### src/rtl/dest_pipe.sv
// Destination-register pipeline and hazard controller (EX -> IMD -> WB) for the 5-stage core.
// Latency: stage fields advance one stage per clk; stall/fwd_a/fwd_b are combinational, same cycle.
// Backpressure: stall holds PC and IF/ID and injects an EX bubble; flush overrides stall.
//
// Build option: define DEST_PIPE_FWD_EN for operand forwarding with a single load-use stall.
// Without it, forwarding is tied off and any RAW hazard against EX/IMD/WB stalls ID.
//
// Ports:
//   clk, reset                     clock, asynchronous active-high reset
//   id_valid, id_rd, id_regwrite,  instruction currently in ID (destination and flags)
//   id_memread
//   id_rn, id_rm, id_uses_rn,      ID source registers and whether each is read
//   id_uses_rm
//   flush                          branch taken: squash the ID instruction
//   stall                          hold PC and IF/ID, bubble into EX
//   fwd_a, fwd_b                   EX operand select: 00 regfile, 01 IMD result, 10 WB result
//   rd_imd, regwrite_imd           IMD destination and qualified write enable
//   rd_wb, regwrite_wb             WB destination and qualified write enable (regfile write port)
//   stall_count                    saturating count of stall cycles
module dest_pipe #(
  parameter int ZR_REG = 31,
  parameter int CNT_W  = 16
) (
  input  logic             clk,
  input  logic             reset,
  input  logic             id_valid,
  input  logic [4:0]       id_rd,
  input  logic             id_regwrite,
  input  logic             id_memread,
  input  logic [4:0]       id_rn,
  input  logic [4:0]       id_rm,
  input  logic             id_uses_rn,
  input  logic             id_uses_rm,
  input  logic             flush,
  output logic             stall,
  output logic [1:0]       fwd_a,
  output logic [1:0]       fwd_b,
  output logic [4:0]       rd_imd,
  output logic             regwrite_imd,
  output logic [4:0]       rd_wb,
  output logic             regwrite_wb,
  output logic [CNT_W-1:0] stall_count
);

  localparam logic [4:0] ZR = 5'(ZR_REG);

  localparam logic [1:0] SEL_RF  = 2'b00;
  localparam logic [1:0] SEL_IMD = 2'b01;
  localparam logic [1:0] SEL_WB  = 2'b10;

  // Destination view carried by IMD and WB.
  typedef struct packed {
    logic       valid;
    logic [4:0] rd;
    logic       regWrite;
    logic       memRead;
  } dstStage_t;

  // EX additionally keeps its sources so the forwarding muxes can be chosen.
  typedef struct packed {
    logic       valid;
    logic [4:0] rd;
    logic       regWrite;
    logic       memRead;
    logic [4:0] rn;
    logic [4:0] rm;
    logic       usesRn;
    logic       usesRm;
  } exStage_t;

  localparam dstStage_t DST_BUBBLE = '{valid: 1'b0, rd: ZR, regWrite: 1'b0, memRead: 1'b0};
  localparam exStage_t  EX_BUBBLE  = '{valid: 1'b0, rd: ZR, regWrite: 1'b0, memRead: 1'b0,
                                       rn: ZR, rm: ZR, usesRn: 1'b0, usesRm: 1'b0};

  exStage_t   exQ;
  exStage_t   exD;
  dstStage_t  imdQ;
  dstStage_t  wbQ;
  logic [CNT_W-1:0] stallCnt;

  logic exWe;
  logic imdWe;
  logic wbWe;
  logic hazard;
  logic issue;
  logic [1:0] fwdA;
  logic [1:0] fwdB;

  // True when a used ID source names the given destination.
  function automatic logic idReads(input logic [4:0] rd,
                                   input logic       usesRn, input logic [4:0] rn,
                                   input logic       usesRm, input logic [4:0] rm);
    return (usesRn && (rn == rd)) || (usesRm && (rm == rd));
  endfunction

  // A stage only counts as a writer when it is real, writes, and does not target the zero register.
  // Every comparison below goes through these, so the zero register can never forward or stall.
  assign exWe  = exQ.valid  && exQ.regWrite  && (exQ.rd  != ZR);
  assign imdWe = imdQ.valid && imdQ.regWrite && (imdQ.rd != ZR);
  assign wbWe  = wbQ.valid  && wbQ.regWrite  && (wbQ.rd  != ZR);

`ifdef DEST_PIPE_FWD_EN
  // Only a load in EX cannot be covered: its data exists one stage later. One bubble moves it to
  // IMD, and by the time the consumer sits in EX the load is in WB and forwards from there.
  assign hazard = exQ.memRead && exWe &&
                  idReads(exQ.rd, id_uses_rn, id_rn, id_uses_rm, id_rm);
`else
  // No bypass paths: wait until the producer has left WB. The regfile is not write-through,
  // so a producer in WB still blocks for that cycle.
  assign hazard = (exWe  && idReads(exQ.rd,  id_uses_rn, id_rn, id_uses_rm, id_rm)) ||
                  (imdWe && idReads(imdQ.rd, id_uses_rn, id_rn, id_uses_rm, id_rm)) ||
                  (wbWe  && idReads(wbQ.rd,  id_uses_rn, id_rn, id_uses_rm, id_rm));
`endif

  // flush wins: the ID instruction is being discarded, so holding it would be pointless.
  assign stall = id_valid && !flush && hazard;
  assign issue = id_valid && !flush && !stall;

  always_comb begin
    fwdA = SEL_RF;
    fwdB = SEL_RF;
`ifdef DEST_PIPE_FWD_EN
    // IMD is checked first: it holds the younger write to the same register.
    if (exQ.usesRn && (exQ.rn != ZR)) begin
      if (imdWe && (imdQ.rd == exQ.rn)) begin
        fwdA = SEL_IMD;
      end else if (wbWe && (wbQ.rd == exQ.rn)) begin
        fwdA = SEL_WB;
      end
    end
    if (exQ.usesRm && (exQ.rm != ZR)) begin
      if (imdWe && (imdQ.rd == exQ.rm)) begin
        fwdB = SEL_IMD;
      end else if (wbWe && (wbQ.rd == exQ.rm)) begin
        fwdB = SEL_WB;
      end
    end
`endif
  end

  always_comb begin
    exD = EX_BUBBLE;
    if (issue) begin
      exD.valid    = 1'b1;
      exD.rd       = id_rd;
      exD.regWrite = id_regwrite;
      exD.memRead  = id_memread;
      exD.rn       = id_rn;
      exD.rm       = id_rm;
      exD.usesRn   = id_uses_rn;
      exD.usesRm   = id_uses_rm;
    end
  end

  always_ff @(posedge clk or posedge reset) begin
    if (reset) begin
      exQ      <= EX_BUBBLE;
      imdQ     <= DST_BUBBLE;
      wbQ      <= DST_BUBBLE;
      stallCnt <= '0;
    end else begin
      exQ  <= exD;
      imdQ <= '{valid: exQ.valid, rd: exQ.rd, regWrite: exQ.regWrite, memRead: exQ.memRead};
      wbQ  <= imdQ;
      if (stall && (stallCnt != {CNT_W{1'b1}})) begin
        stallCnt <= stallCnt + CNT_W'(1);
      end
    end
  end

  // memRead travels with IMD/WB for the memory stage's benefit but no decision here reads it
  // past EX; the source fields in EX are only consulted when forwarding is built in.
  logic unusedBits;
`ifdef DEST_PIPE_FWD_EN
  assign unusedBits = ^{imdQ.memRead, wbQ.memRead};
`else
  assign unusedBits = ^{exQ.memRead, imdQ.memRead, wbQ.memRead,
                        exQ.rn, exQ.rm, exQ.usesRn, exQ.usesRm};
`endif

  assign fwd_a        = fwdA;
  assign fwd_b        = fwdB;
  assign rd_imd       = imdQ.rd;
  assign regwrite_imd = imdWe;
  assign rd_wb        = wbQ.rd;
  assign regwrite_wb  = wbWe;
  assign stall_count  = stallCnt;

endmodule

### config.mk
export PLATFORM = sky130hd
export DESIGN_NAME = dest_pipe
export DESIGN_NICKNAME = d
export VERILOG_FILES = /design/src/rtl/dest_pipe.sv
export SDC_FILE = /design/constraint.sdc
export NUM_CORES = 1
export LEC_CHECK = 0
export ABC_CLOCK_PERIOD_IN_PS = 4400
export CORE_MARGIN = 4
export CORE_UTILIZATION = 45
export DETAILED_ROUTE_END_ITERATION = 10
export PLACE_DENSITY_LB_ADDON = 0.15
export SETUP_SLACK_MARGIN = 0.1
export SYNTH_ARGS = -nofsm -noshare
export SYNTH_HDL_FRONTEND = slang
export SYNTH_SLANG_ARGS = --single-unit
### constraint.sdc
create_clock -name clk -period 4.4 [get_ports clk]
set_input_delay 1.1 -clock clk [delete_from_list [all_inputs] [get_ports clk]]
set_output_delay 1.1 -clock clk [all_outputs]
set_load 0.05 [all_outputs]
# Yosys cells after proc, flatten, opt, wreduce, memory -nomap -nowiden
# Index checks and enable logic that the tools add are counted.
# op_classes
n_mux	1
shifts	0
reduce_logical	26
n_eq_ne	10
n_div	0
multipliers	0
n_lt_le_gt_ge	0
addsub	1
n_bitwise	0
# op_table
op	count
$eq A5 B5 Y1	6
$mux W20	1
$logic_and A1 B1 Y1	19
$add A16 B1 Y16 const B	1
$ne A16 B16 Y1 const B	1
$ne A5 B5 Y1 const B	3
$logic_or A1 B1 Y1	5
$logic_not A1 Y1	2
# totals
memories	0
latch_bits	0
inputBits	23
reg_bits	37
romBits	0
output_inout_bits	33
ram_bits	0
elab_cells	48

# Depth between registers and ports, before layout
# Gate-level depths: netlist of the first run.
# depth
depth_word	10
ltp_mapped	8

# Worst setup path before layout of the first run
# No wires, ideal clock.
# synth_timing
path_kind	in2out
from	input id_rm[0]
to	output stall
path_stages	6
setup_slack_ps	977
required_time_ps	3300
arrival_time_ps	2323
path_cell_list	xor2_1 -> nor4_1 -> and3_1 -> o21ai_1 -> a31oi_4 -> buf_6
# synth_between
elab_chain_cells	7
word_cells_on_any_way	15
classes_between	eq/ne: 3; reduce/logical: 12
# synth_rtl
element	line	text
start, declared	31	input logic [4:0] id_rm,
$eq A5 B5 Y1	93	return (usesRn && (rn == rd)) || (usesRm && (rm == rd));
$logic_and A1 B1 Y1	93	
$logic_or A1 B1 Y1	93	
$logic_and A1 B1 Y1, on equally long branches	110, 111	
$logic_or A1 B1 Y1	110	assign hazard = (exWe && idReads(exQ.rd, id_uses_rn, id_rn, id_uses_rm, id_rm)) ||
$logic_or A1 B1 Y1 *	111	(imdWe && idReads(imdQ.rd, id_uses_rn, id_rn, id_uses_rm, id_rm)) ||
$logic_and A1 B1 Y1 *	116	assign stall = id_valid && !flush && hazard;
end, declared	35	output logic stall,
# Every way passes the cells marked *; elsewhere a longest branch is shown, timed or not.

# Worst setup path after layout of the first run
# layout_timing
from	input id_rn[1]
to	output stall
# layout_between
elab_chain_cells	7
word_cells_on_any_way	15
classes_between	eq/ne: 3; reduce/logical: 12
# layout_rtl
element	line	text
start, declared	30	input logic [4:0] id_rn,
$eq A5 B5 Y1	93	
$logic_and A1 B1 Y1	93	
$logic_or A1 B1 Y1	93	
$logic_and A1 B1 Y1, on equally long branches	110, 111	
$logic_or A1 B1 Y1	110	
$logic_or A1 B1 Y1 *	111	
$logic_and A1 B1 Y1 *	116	
# Marks and branches as above.

==> reports/metrics.yaml, run 1 <==
status: "finished clean"
drt_first_pass_iters: 4
power.leakage_uw: 0.00102
cts-htree-levels: 2
worst-path-max-fanout: 3
global_route_wire_length_before_repair_um: 6950
finalWeightedCongestion: 0.896
period_needed_ns: 4.01
setup_violations: 0
peakVddDrop_mv: 0.159
cts-hold-fix-buffers: 0
fin_crit_sh: 0.912
grt_remaining_overflow: 0
dp.final_hpwl_um: 3220
wl_per_cell_um: 14.9
timing.fmax_mhz: 249
final.setup_skew_ns: 0.00791
post-route-drc-count: 0
postSynthRegisterBits: 37
cts-root-to-sink-buffers: 2
data_arrival_critical_path_ns: 2.91
mostFrequentLayoutCell: "sky130_fd_sc_hd__clkdlybuf4s50_1"
max_cap_violations: 0
commonest_cells_after_routing_fill_and_taps_aside: "sky130_fd_sc_hd__clkdlybuf4s50_1 (49), sky130_fd_sc_hd__xor2_1 (24), sky130_fd_sc_hd__dfrtp_1 (22)"
numPortBuffers: 50
slew_at_the_pin_with_the_worst_max_slew_slack_ns: 1.11
fp-row-count: 23
yosysSeqAreaShare: 0.492
clock_sink_count: 37
clock_latency_ns: 0.28
floorplan.initialDensity: 0.473
total_inserted_antenna_cells: 0
p_per_cell_area_mw_per_mm2: 299
detailroute.via_count: 1388
detailedPlace.worstSlack_ns: 0.422
dieArea_sq_mm: 0.00538
syn-mean-instance-area_sq_um: 11.1
grt_pass1_vias: 1465
die-width_um: 73.3
routed_wl_um: 4010
ctsResizeCount: 0
cp-start-kind: "input pin"
min_path_type: "reg -> reg"
drt.antenna.violating_nets: 0
grt_antenna_before_repair: 0
dr.first_iter.drc_count: 69
timing_hold_violations_final: 0
drv_slew: 0
worst_setup_hold_path_clk_slew_ns: 0.07
cts_setup_buffers: 0
worst-setup-path-type: "in -> out"
root_buffer: "sky130_fd_sc_hd__clkbuf_8"
synthesis.area_sq_mm: 0.00192
synth-warning-count: 0
cts_tree: "built"
ioPinCount: 56
cts_inserted_buffers: 5
fin_setup_tns_ns: 0
slew-limit-headroom: 0.261
grt_setup_unrepaired: "no"
core_sq_mm: 0.00406
critical_path.endpoint_type: "primary output"
syn-instance-count: 173
gr_util_all_layers: 0.167
synth.distinct_cells: 30
grt_start_max_net_pins: 31
design.final.nets: 243
post_drt_via_cell_ratio: 5.14
setup_ws_ns: 0.385
die_h_um: 73.3
flow.area_growth_from_synthesis_pct: 31.0
critPathRequiredTime_ns: 3.30
drive_gt1_frac: 0.159
-- metrics by stage --
step | power (uW) | std cells | hold slack, ns | util | area [sq um]
floorplan | 425 | 176 | 0.354 | - | 1930
global placement | 457 | 262 | 0.363 | 0.591 | 2400
detailed placement | 459 | 262 | 0.364 | 0.591 | 2400
CTS | 760 | 270 | 0.385 | 0.620 | 2520
global route | 785 | 270 | 0.398 | 0.620 | 2520
finish | 752 | 270 | 0.385 | 0.620 | 2520
-- sequential cells by signal, summed over array words and instances (netlist names) --
name and flops:
rd_imd 5, rd_wb 5, imdQ 2, stall_count 16
wbQ 2, exQ 7
-- critical path, stage by stage --
cell                              delay, ns
sky130_fd_sc_hd__clkdlybuf4s50_1       0.52
sky130_fd_sc_hd__xor2_1                0.21
sky130_fd_sc_hd__nor4_1                0.31
sky130_fd_sc_hd__and3_1                0.20
sky130_fd_sc_hd__o21ai_1               0.15
sky130_fd_sc_hd__a31oi_4               0.26
sky130_fd_sc_hd__buf_12                0.17
-- power breakdown --
group          total, uW  internal [uW]  leakage [uW]  switching, uW
combinational       90.1           39.6      0.000499           50.5
clock                300            185     0.0000585            115
sequential           362            353      0.000461           9.32
total                752            577       0.00102            175
-- routing by layer --
metal,up-vias,global-route usage,share of wire
li1,665,-,-
met1,678,0.219,0.44
met2,41,0.269,0.49
met3,4,0.0410,0.057
met4,0,0.0604,0.0085
met5,-,0,0
-- cell families after synthesis --
kind of cell | after synthesis | synth area share
adder cells (fa/ha/maj) | 1 | 0.00651
AND/OR/NAND/NOR | 62 | 0.187
AO/OA/AOI/OAI | 8 | 0.0365
XOR/XNOR | 43 | 0.196
multiplexers | 2 | 0.0117
other | 1 | 0.00195
buffers and inverters | 19 | 0.0684
flip-flops | 37 | 0.492
-- path summary, 6_finish.rpt --
path,depth (start not counted),from,slack [ns],endpoint
worst max register to register,8,exQ[17],2.04,stall_count[12]
worst max-delay path,7,id_rn[1],0.39,stall
max in group asynchronous,3,reset,2.19,exQ[15]
worst min-delay path,0,imdQ[7],0.38,wbQ[7]
min in group asynchronous,2,reset,1.40,stall_count[8]
worst min register to register,0,imdQ[7],0.38,wbQ[7]
-- synth_stat cells, drive strengths merged --
cell,n,area (sq um)
mux2,2,22.5
nor3,3,26.3
inv,3,11.3
a31oi,4,40.0
nand2,8,32.5
dfrtp,22,551
buf,15,116
nor4,7,43.8
nand3,12,60.1
xnor2,19,166
and3,11,70.1
or2,5,31.3
clkbuf,1,3.75
nor2,4,15.0
conb,1,3.75
xor2,24,210
a21oi,1,5.00
ha,1,12.5
o2111ai,1,15.0
nand2b,1,6.26
nand4,6,37.5
o21ai,2,10.0
and2,3,18.8
nand4b,2,17.5
dfstp,15,394
-- cell type report --
type	count	area, sq um
sequential	37	945
tap	50	62.6
inverter	3	11.3
fill	317	1540
clock buffer	7	86.3
clock inverter	1	30.0
multi-input combinational	120	856
timing repair buffer	52	526
No activity file was read; power rests on OpenSTA's default activity.
==> run 2, diff against run 1 <==
- CTS_BUF_LIST: not set -> sky130_fd_sc_hd__clkbuf_16
- TNS_END_PERCENT: not set -> 50
==> reports/metrics.yaml, run 2 (synthesis gave the netlist of run 1 again) <==
grt_remaining_overflow: 0
status: "finished clean"
final_cells: 270
cts-hold-fix-buffers: 0
cts-root-to-sink-buffers: 2
p_per_cell_area_mw_per_mm2: 328
mostFrequentLayoutCell: "sky130_fd_sc_hd__clkdlybuf4s50_1"
share_clk_of_total_power: 0.460
cts_setup_buffers: 0
worst_hold_path_stage_count: 0
routed_wl_um: 4120
setup_violations: 0
die-width_um: 73.3
cts-htree-levels: 2
dr.first_iter.drc_count: 58
numPortBuffers: 50
grt_antenna_before_repair: 0
wl_per_cell_um: 15.2
fp-row-count: 23
peakVddDrop_mv: 0.233
worst-path-max-fanout: 3
finalWeightedCongestion: 0.896
timing_hold_violations_final: 0
critical_path.endpoint_type: "primary output"
layout.cell_area.non_filler_sq_mm: 0.00256
timing.fmax_mhz: 251
cp-start-kind: "input pin"
gr_util_all_layers: 0.170
cts_tree: "built"
period_needed_ns: 3.98
power.sequential.fraction: 0.432
largest_reg_flops: 16
max_cap_violations: 0
place.detailed.instances: 262
slew_at_the_pin_with_the_worst_max_slew_slack_ns: 1.11
timing.critical_path.from: "id_rn[1]"
grt_setup_unrepaired: "no"
post-route-util: 0.632
cts_inserted_buffers: 5
startpoint_of_the_tightest_hold_check_path: "imdQ[7]"
drt.antenna.violating_nets: 0
grt_pass1_vias: 1498
critPathRequiredTime_ns: 3.30
flow.area_growth_from_synthesis_pct: 33.4
ff2ff_setup_slack_ns: 2.04
drv_slew: 0
ioPinCount: 56
final.setup_skew_ns: 0.00597
dieArea_sq_mm: 0.00538
root_buffer: "sky130_fd_sc_hd__clkbuf_16"
post_drt_via_cell_ratio: 5.20
ctsResizeCount: 0
core_sq_mm: 0.00406
reg2reg_to: "stall_count[12]"
global_route_wire_length_before_repair_um: 6970
power_uw: 840
power.leakage_uw: 0.00104
power.switching_uw: 184
placement_cell_area_sq_mm: 0.00240
fin_crit_sh: 0.904
fin_setup_tns_ns: 0
drt_first_pass_iters: 4
combPwrFrac: 0.108
clock_latency_ns: 0.28
reg2reg_from: "exQ[17]"
die_h_um: 73.3
internal_power_of_the_cells_uw: 656
drive_gt1_frac: 0.155
post-route-drc-count: 0
detailroute.via_count: 1403
timing.reg2reg.worst_path_depth: 8
dp.final_hpwl_um: 3220
floorplan.initialDensity: 0.473
min_path_type: "reg -> reg"
total_inserted_antenna_cells: 0
switching_share: 0.219
grt_start_max_net_pins: 31
destination_of_the_worst_hold_path: "wbQ[7]"
clock_sink_count: 37
commonest_cells_after_routing_fill_and_taps_aside: "sky130_fd_sc_hd__clkdlybuf4s50_1 (49), sky130_fd_sc_hd__xor2_1 (24), sky130_fd_sc_hd__dfrtp_1 (22)"
design.final.nets: 243
worst_setup_hold_path_clk_slew_ns: 0.05
data_arrival_critical_path_ns: 2.88
slew-limit-headroom: 0.257
worst-setup-path-type: "in -> out"
[run 2: changes by cell type in the layout (fill, tap and decap cells not counted)]
cell / delta
sky130_fd_sc_hd__clkbuf_8: -6
sky130_fd_sc_hd__clkbuf_1: -1
sky130_fd_sc_hd__clkinv_1: +1
sky130_fd_sc_hd__inv_1: +1
sky130_fd_sc_hd__clkbuf_16: +5
[run 2: area by class of cell]
| cell class | count | area, sq um |
|---|---|---|
| clock buffers | 5 | 125 |
| clock inverters | 3 | 37.5 |
| well taps | 50 | 62.6 |
| fillers | 309 | 1500 |
| repair buffers | 52 | 526 |
| flip-flops and latches | 37 | 945 |
| inverters | 3 | 11.3 |
| multi-input cells | 120 | 856 |
[run 2: per-stage QoR]
stage | setup WS, ns | hold WS (ns)
after floorplan | 0.977 | 0.354
after CTS | 0.398 | 0.379
after detailed placement | 0.422 | 0.364
after global placement | 0.451 | 0.363
final | 0.421 | 0.374
after global routing | 0.334 | 0.391
[run 2: worst max-delay path: stages]
cell,delay (ns)
sky130_fd_sc_hd__clkdlybuf4s50_1,0.52
sky130_fd_sc_hd__xor2_1,0.21
sky130_fd_sc_hd__nor4_1,0.29
sky130_fd_sc_hd__and3_1,0.19
sky130_fd_sc_hd__o21ai_1,0.15
sky130_fd_sc_hd__a31oi_4,0.25
sky130_fd_sc_hd__buf_12,0.16
[run 2: how the worst max path moves through the flow]
stage               endpoint  slack [ns]  depth (start not counted)
global route           stall        0.33                          7
CTS                    stall        0.40                          7
finish                 stall        0.42                          7
global placement       stall        0.45                          7
detailed placement     stall        0.42                          7
floorplan              stall        0.98                          6
[run 2: power by group through the flow]
stage / clock (uW) / combinational [uW] / sequential (uW)
2_1_floorplan: 0 / 58.1 / 367
3_3_place_gp: 0 / 89.0 / 368
3_5_place_dp: 0 / 90.7 / 368
4_1_cts: 394 / 91.8 / 363
5_1_grt: 409 / 98.0 / 364
6_report: 386 / 90.8 / 363
[run 2: per-layer routing]
layer  routed length, um  track usage  up-vias
li1                    -            -      667
met1                1740        0.211      677
met2                2030        0.276       52
met3                 267       0.0451        7
met4                  75       0.0785        0
met5                   0            0        -
